**config.mk**
```make
export PLATFORM = sky130hd
export DESIGN_NAME = tour_cmd_seq
export DESIGN_NICKNAME = d
export VERILOG_FILES = /design/src/rtl/tour_cmd_seq.sv
export SDC_FILE = /design/constraint.sdc
export NUM_CORES = 1
export LEC_CHECK = 0
export CORE_ASPECT_RATIO = 2
export CORE_MARGIN = 8
export CORE_UTILIZATION = 30
export CTS_CLUSTER_SIZE = 16
export DETAILED_ROUTE_END_ITERATION = 8
export SYNTH_ARGS = -nofsm -noshare
export SYNTH_HDL_FRONTEND = slang
export SYNTH_SLANG_ARGS = --single-unit
```
**constraint.sdc**
```tcl
create_clock -name i_clk -period 3.6 [get_ports i_clk]
set_input_delay 0.36 -clock i_clk [delete_from_list [all_inputs] [get_ports i_clk]]
set_output_delay 0.36 -clock i_clk [all_outputs]
set_load 0.05 [all_outputs]
```
**src/rtl/tour_cmd_seq.sv**
```systemverilog
// Knight's-tour playback sequencer: walks the solver's move list and turns each
// one-hot move into a vertical leg then a horizontal leg for the command processor.
module tour_cmd_seq #(
  parameter int          NUM_MOVES = 24,
  parameter logic [3:0]  OP_MOVE   = 4'h2,
  parameter logic [3:0]  OP_FANF   = 4'h3
) (
  input  logic        i_clk,
  input  logic        i_rst_n,
  input  logic        i_start_tour,
  input  logic [7:0]  i_move,
  output logic [4:0]  o_mv_indx,
  output logic [15:0] o_cmd,
  output logic        o_cmd_rdy,
  input  logic        i_clr_cmd_rdy,
  input  logic        i_send_resp,
  output logic        o_tour_done,
  output logic        o_tour_err
);

  // state    | meaning
  // S_IDLE   | waiting for start_tour
  // S_VERT   | check move, present vertical leg, wait for accept
  // S_WAIT_V | vertical leg accepted, waiting for mover response
  // S_HORZ   | present horizontal leg, wait for accept
  // S_WAIT_H | horizontal leg accepted, waiting for mover response
  typedef enum logic [2:0] {
    S_IDLE,
    S_VERT,
    S_WAIT_V,
    S_HORZ,
    S_WAIT_H
  } state_t;

  localparam logic [7:0] HDG_N = 8'h00;
  localparam logic [7:0] HDG_S = 8'h7F;
  localparam logic [7:0] HDG_W = 8'h3F;
  localparam logic [7:0] HDG_E = 8'hBF;
  localparam logic [4:0] LAST_INDX = 5'(NUM_MOVES - 1);

  state_t      r_state;
  logic [4:0]  r_mv_indx;
  logic [15:0] r_cmd;
  logic [15:0] r_hcmd;
  logic        r_cmd_rdy;
  logic        r_tour_done;
  logic        r_tour_err;

  logic        w_onehot;
  logic [7:0]  w_hdg_v;
  logic [7:0]  w_hdg_h;
  logic [3:0]  w_sq_v;
  logic [3:0]  w_sq_h;
  logic [15:0] w_vcmd;
  logic [15:0] w_hcmd;

  // Anything outside the eight knight moves (zero or multi-bit) is not one-hot.
  always_comb begin
    w_onehot = 1'b0;
    w_hdg_v  = HDG_N;
    w_hdg_h  = HDG_E;
    w_sq_v   = 4'd0;
    w_sq_h   = 4'd0;
    case (i_move)
      8'h01: begin w_onehot = 1'b1; w_hdg_v = HDG_N; w_sq_v = 4'd2; w_hdg_h = HDG_W; w_sq_h = 4'd1; end
      8'h02: begin w_onehot = 1'b1; w_hdg_v = HDG_N; w_sq_v = 4'd2; w_hdg_h = HDG_E; w_sq_h = 4'd1; end
      8'h04: begin w_onehot = 1'b1; w_hdg_v = HDG_N; w_sq_v = 4'd1; w_hdg_h = HDG_W; w_sq_h = 4'd2; end
      8'h08: begin w_onehot = 1'b1; w_hdg_v = HDG_S; w_sq_v = 4'd1; w_hdg_h = HDG_W; w_sq_h = 4'd2; end
      8'h10: begin w_onehot = 1'b1; w_hdg_v = HDG_S; w_sq_v = 4'd2; w_hdg_h = HDG_W; w_sq_h = 4'd1; end
      8'h20: begin w_onehot = 1'b1; w_hdg_v = HDG_S; w_sq_v = 4'd2; w_hdg_h = HDG_E; w_sq_h = 4'd1; end
      8'h40: begin w_onehot = 1'b1; w_hdg_v = HDG_S; w_sq_v = 4'd1; w_hdg_h = HDG_E; w_sq_h = 4'd2; end
      8'h80: begin w_onehot = 1'b1; w_hdg_v = HDG_N; w_sq_v = 4'd1; w_hdg_h = HDG_E; w_sq_h = 4'd2; end
      default: w_onehot = 1'b0;
    endcase
    w_vcmd = {OP_MOVE, w_hdg_v, w_sq_v};
    w_hcmd = {OP_FANF, w_hdg_h, w_sq_h};
  end

  always_ff @(posedge i_clk) begin
    if (!i_rst_n) begin
      r_state     <= S_IDLE;
      r_mv_indx   <= 5'd0;
      r_cmd       <= 16'h0000;
      r_hcmd      <= 16'h0000;
      r_cmd_rdy   <= 1'b0;
      r_tour_done <= 1'b0;
      r_tour_err  <= 1'b0;
    end else begin
      r_tour_done <= 1'b0;
      r_tour_err  <= 1'b0;
      case (r_state)
        S_IDLE: begin
          if (i_start_tour) begin
            r_mv_indx <= 5'd0;
            r_state   <= S_VERT;
          end
        end
        S_VERT: begin
          // Horizontal leg is captured here so the move is decoded only once per index.
          if (!r_cmd_rdy) begin
            if (!w_onehot) begin
              r_tour_err <= 1'b1;
              r_state    <= S_IDLE;
            end else begin
              r_cmd     <= w_vcmd;
              r_hcmd    <= w_hcmd;
              r_cmd_rdy <= 1'b1;
            end
          end else if (i_clr_cmd_rdy) begin
            r_cmd_rdy <= 1'b0;
            r_state   <= S_WAIT_V;
          end
        end
        S_WAIT_V: begin
          if (i_send_resp) r_state <= S_HORZ;
        end
        S_HORZ: begin
          if (!r_cmd_rdy) begin
            r_cmd     <= r_hcmd;
            r_cmd_rdy <= 1'b1;
          end else if (i_clr_cmd_rdy) begin
            r_cmd_rdy <= 1'b0;
            r_state   <= S_WAIT_H;
          end
        end
        S_WAIT_H: begin
          if (i_send_resp) begin
            if (r_mv_indx == LAST_INDX) begin
              r_tour_done <= 1'b1;
              r_mv_indx   <= 5'd0;
              r_state     <= S_IDLE;
            end else begin
              r_mv_indx <= r_mv_indx + 5'd1;
              r_state   <= S_VERT;
            end
          end
        end
        default: begin
          r_cmd_rdy <= 1'b0;
          r_state   <= S_IDLE;
        end
      endcase
    end
  end

  assign o_mv_indx   = r_mv_indx;
  assign o_cmd       = r_cmd;
  assign o_cmd_rdy   = r_cmd_rdy;
  assign o_tour_done = r_tour_done;
  assign o_tour_err  = r_tour_err;

endmodule
```
-- Word-level counts from Yosys, hierarchy flattened
Cells that the tools add are included.
- memories kept: 0
- input bits: 13
- memory bits (read-only): 0
- latch bits: 0
- output and inout bits: 24
- register bits: 40
- bits in writable memories: 0
- logic and storage cells: 79
- equal/unequal tests: 23
- bitwise logic cells: 3
- divide/modulo/power cells: 0
- muxes and demuxes: 30
- reductions and logical operators: 15
- add/subtract/negate cells: 1
- order comparisons: 0
- multiply operators: 0
- shift operators: 0
- operator list (kind ; number):
    2-to-1 mux 16 bit ; 3
    one-hot mux 16 bit (2 select lines) ; 1
    2-to-1 mux 3 bit ; 8
    != test 2 bit (second input constant) ; 8
    OR reduction 4 bit ; 4
    2-to-1 mux 5 bit ; 3
    one-hot mux 3 bit (5 select lines) ; 1
    one-hot mux 5 bit (2 select lines) ; 1
    AND reduction 3 bit ; 3
    equality test 8 x 1 -> 1 bit (second input constant) ; 1
    equality test 8 x 2 -> 1 bit (second input constant) ; 1
    equality test 8 x 3 -> 1 bit (second input constant) ; 1
    equality test 8 x 4 -> 1 bit (second input constant) ; 1
    equality test 8 x 5 -> 1 bit (second input constant) ; 1
    equality test 8 x 6 -> 1 bit (second input constant) ; 1
    equality test 8 x 7 -> 1 bit (second input constant) ; 1
    equality test 8 bit (second input constant) ; 1
    2-to-1 mux 1 bit ; 8
    2-to-1 mux 8 bit ; 1
    one-hot mux 2 bit (2 select lines) ; 2
    OR reduction 8 bit ; 1
    2-to-1 mux 7 bit ; 1
    AND reduction 7 bit ; 1
    equality test 3 x 2 -> 1 bit (second input constant) ; 2
    other kinds (11) ; 16

-- Logic depth before layout (Yosys ltp)
- word-level depth: 6
- depth in mapped cells: 6
- depth with buffers taken out: 6

-- Worst setup path after synthesis
OpenSTA, ideal clock, no wires.
- path kind: register -> register
- from: reg r_mv_indx[0], in the netlist o_mv_indx[0]
- to: reg r_mv_indx[3], in the netlist o_mv_indx[3]
- path slack: 1579 ps
- clock period less this slack: 2021 ps
- data arrival time: 1951 ps
- path buffers: 0
- required time: 3530 ps
- stages on the path, launching flop included: 6
- path through: dfxtp_1 -> ha_1 -> and4b_1 -> or4_1 -> or3_1 -> a21boi_1
- cells in the longest elaborated chain, start to end: 4
- elaborated cells between the ends (all ways): 5
- those cells by class: add/sub: 1; eq/ne: 1; mux: 3
- RTL lines (what ; line ; text):
    start: declaration ; 42 ; logic [4:0] r_mv_indx;
    start signal: assignment ; 133 ; r_mv_indx <= r_mv_indx + 5'd1;
    adder 5 x 1 -> 5 bit or equality test 5 bit (tied branches) ; 133, 128 ;
    2-to-1 mux 5 bit * ; 128 ; if (r_mv_indx == LAST_INDX) begin
    2-to-1 mux 5 bit * ; 127 ; if (i_send_resp) begin
    one-hot mux 5 bit (2 select lines) * ; 91 ; case (r_state)
Mark *: on every way between the ends. The rest lies on a longest branch, timed or not. The select of a mux whose other input is x is not followed.
A chain may end at the register's enable or synchronous reset.

-- Worst setup path after layout
- from: in i_move[3]
- to: reg r_cmd[13], in the netlist o_cmd[13]
- cells in the longest elaborated chain, start to end: 5
- elaborated cells between the ends (all ways): 12
- those cells by class: eq/ne: 9; mux: 1; reduce/logical: 2
- RTL lines (what ; line ; text):
    start: declaration ; 11 ; input logic [7:0] i_move,
    equality test 8 bit (tied with other cells) ; 64 ; case (i_move)
    OR reduction 8 bit (no line) * ; - ;
    2-to-1 mux 1 bit * ; 64 ;
    != test 2 bit (no line) * ; - ;
    AND reduction 4 bit (no line) * ; - ;
    end signal: assignment ; 105 ; r_cmd <= w_vcmd;
    end signal: assignment ; 119 ; r_cmd <= r_hcmd;
    end: declaration ; 43 ; logic [15:0] r_cmd;
Mark *: on every way between the ends. The rest lies on a longest branch, timed or not.

==> impl_metrics.csv <==
group,metric,value,unit
global_route,grt_use_total,8.69,%
clock_network,cts.sinks,22,
sta,clock.fmax,473,MHz
layout,antenna_cells,0,
power_and_ir_drop,internal_power,0.000376,W
sta,slew_violations,0,
power_and_ir_drop,power.share.clock,34.2,%
clock_network,cts_setup_buffers,0,
routing,post_drt_wl_per_cell,13.0,µm
sta,rsz0062_at_grt,"false",
layout,fillers,463,
synth,syn_area_per_cell,8.39,µm²
critical_path,arrival,2.26,ns
sta,fin_crit,2.11,ns
power_and_ir_drop,p_comb_share,16.1,%
floorplan,start_util,30.7,%
layout,drive_gt1_share,7.57,%
layout,nets,200,
clock_network,clockBufferDepth,2,
clock_network,cts_resized,0,
sta,hold_viol,0,
synth,syn-cell-area,0.00138,mm²
synth,synth_seq_area_share,31.8,%
floorplan,die_area,0.00717,mm²
routing,drt_wl_total,3.11,mm
critical_path,crit_required,3.75,ns
layout,final_cell_mix,"clkdlybuf4s50_1 (32), dfxtp_1 (22), nand2_1 (19)",
floorplan,die_x,64.0,µm
sta,fin_crit_sh,58.7,%
floorplan,rows,35,
global_route,grt_pass1_wl,5.40,mm
floorplan,coreArea,0.00451,mm²
clock_network,hold_buffers,0,
synth,synthArstFlopShare,0,%
layout,final_common_cell,"clkdlybuf4s50_1",
status,outcome,"complete, no violations",
critical_path,crit_fanout,10,
global_route,grt_max_degree,29,
sta,tightest_slew,0.859,ns
power_and_ir_drop,swShare,25.5,%
sta,skew,0.00459,ns
synth,ys_ff_latch,22,
synth,synth_edf_count,0,
place,dp.final_hpwl,2.34,mm
clock_network,clkLatencyLatePin,0.26,ns
critical_path,slowest_stage,"clkdlybuf4s50_1",
routing,vias,1217,
routing,dr.pass1.iters,4,
power_and_ir_drop,ir_worst_vdd,195,µV
sta,setup_tns,0,ns
routing,route.detailed.drc,0,
routing,drt_iter0_drc,26,
critical_path,max_stage_delay,0.58,ns
global_route,gr-total-overflow,0,
synth,synth_ff_type,"dfxtp_1",
layout,syn_to_final_growth,24.3,%
clock_network,cts_buffers,3,
min_path,hold_class,"register to register",
sta,setup_ws,1.49,ns
place,io_buffer_count,32,
place,pre_cts_slack,1.24,ns
critical_path,crit_chain,"clkdlybuf4s50_1 > nor2b_1 > a221o_1 > a22oi_4 > a21oi_4 > o221a_1",
place,place_area,0.00167,mm²
routing,final_antenna_net_count,0,
synth,yosys.cell_types.count,52,
clock_network,path_clk_slew,0.07,ns
clock_network,cts_max_level,1,
power_and_ir_drop,switchingPower,0.000128,W
power_and_ir_drop,p_seq_share,49.8,%
critical_path,cp_top_family,"compound AO/OA/AOI/OAI gates",
critical_path,cp_num_buf_inv,1,
routing,viasPerCell,5.07,
clock_network,clock_tree.root_cell,"clkbuf_8",
sta,max_slew_margin,42.5,%
synth,syn_inst,165,
run,cap_violations,0,
global_route,grt_pass1_vias,1191,
critical_path,endpoint_kind,"register",
floorplan,io_pins,37,
critical_path,crit_path_start_kind,"primary input",
floorplan,fp.dieH,112,µm
critical_path,crit_type,"primary input to register",
power_and_ir_drop,p_leak,0.586,nW
clock_network,cts_tree,"built",
global_route,antenna_found_initial,0,
power_and_ir_drop,power_density,293,mW/mm²
place,gp_congestion,0.814,
sta,setup_viol,0,
layout,postLayoutCellArea,0.00172,mm²
synth,synth_warnings,0,
## tightest hold or removal path: stages, from the launching register on
cell and delay, ns:
dfxtp_1 0.31, nand3_1 0.06, mux2i_1 0.06
## cells by family (layout without fill, tap and decap cells)
| logic type | after synthesis | count (layout) | synth area share, % |
|---|---|---|---|
| other | 1 | 4 | 0.271 |
| flip-flops | 22 | 22 | 31.8 |
| buffers and inverters | 22 | 39 | 9.40 |
| AND/OR/NAND/NOR | 72 | 72 | 29.5 |
| multiplexers | 6 | 6 | 4.52 |
| adder cells (fa/ha/maj) | 1 | 1 | 0.904 |
| XOR/XNOR | 5 | 5 | 3.17 |
| AO/OA/AOI/OAI | 36 | 36 | 20.4 |
## synth_stat cells (2+ instances only)
cell type / number / area (µm²)
a21oi_1: 3 / 15.0
o21ai_0: 8 / 40.0
nor4b_1: 5 / 43.8
nor2b_1: 3 / 18.8
a21bo_2: 2 / 20.0
clkbuf_1: 4 / 15.0
nand2_1: 19 / 71.3
dfxtp_1: 22 / 440
buf_4: 9 / 67.6
xor2_1: 2 / 17.5
o21a_1: 2 / 15.0
nand3_1: 9 / 45.0
a211oi_1: 2 / 15.0
a21boi_0: 3 / 22.5
and3_1: 4 / 25.0
nand2b_1: 2 / 12.5
o22ai_1: 3 / 18.8
nor3_1: 3 / 15.0
nor4_2: 2 / 25.0
buf_2: 5 / 25.0
mux2i_1: 4 / 40.0
nor2_1: 12 / 45.0
inv_1: 2 / 7.51
and2_1: 2 / 12.5
and4b_1: 2 / 20.0
nand3b_1: 2 / 15.0
xnor2_1: 3 / 26.3
o221a_1: 2 / 22.5
## flip-flops by register name (all words and copies together), names as in the netlist
| signal | cells |
|---|---|
| o_tour_err | 1 |
| o_mv_indx | 5 |
| o_cmd_rdy | 1 |
| r_state | 3 |
| o_tour_done | 1 |
| r_hcmd | 4 |
| o_cmd | 7 |
## per-layer routing
metal / vias up / track usage [%] / wire, µm
met5: - / 0 / 0
met4: 0 / 2.10 / 13
met3: 2 / 3.99 / 270
met2: 26 / 13.8 / 1440
met1: 569 / 10.3 / 1390
li1: 620 / - / -
## cell type report
cell class                      count  area [µm²]  share of cell area, %
Inverter                            3        11.3                  0.655
Sequential cell                    22         440                   25.6
Tap cell                           55        68.8                   4.00
Multi-Input combinational cell    124         825                   47.9
Timing Repair Buffer               32         320                   18.6
Clock buffer                        4        55.1                   3.20
## through the flow
step | util, % | instances | power [W] | hold slack [ns]
3_3_place_gp | 36.9 | 236 | 0.000336 | 0.468
3_5_place_dp | 36.9 | 236 | 0.000337 | 0.462
6_report | 38.1 | 240 | 0.000504 | 0.476
2_1_floorplan | - | 168 | 0.000317 | 0.444
5_1_grt | 38.1 | 240 | 0.000530 | 0.491
4_1_cts | 38.1 | 240 | 0.000511 | 0.481
## path summary, 6_finish.rpt
check,start,end,slack (ns),cells after the start
min,o_cmd[10],o_cmd[10],0.48,2
max,i_move[3],o_cmd[13],1.49,6
max reg2reg,o_mv_indx[0],o_mv_indx[3],1.68,5
min reg2reg,o_cmd[10],o_cmd[10],0.48,2
## power groups by stage
stage | Combinational (W) | Clock (W) | Sequential (W)
global route | 0.0000874 | 0.000191 | 0.000252
global placement | 0.0000797 | 0 | 0.000257
CTS | 0.0000809 | 0.000179 | 0.000251
floorplan | 0.0000593 | 0 | 0.000258
finish | 0.0000809 | 0.000172 | 0.000251
detailed placement | 0.0000807 | 0 | 0.000257
Power figures use the tool's default switching activity.
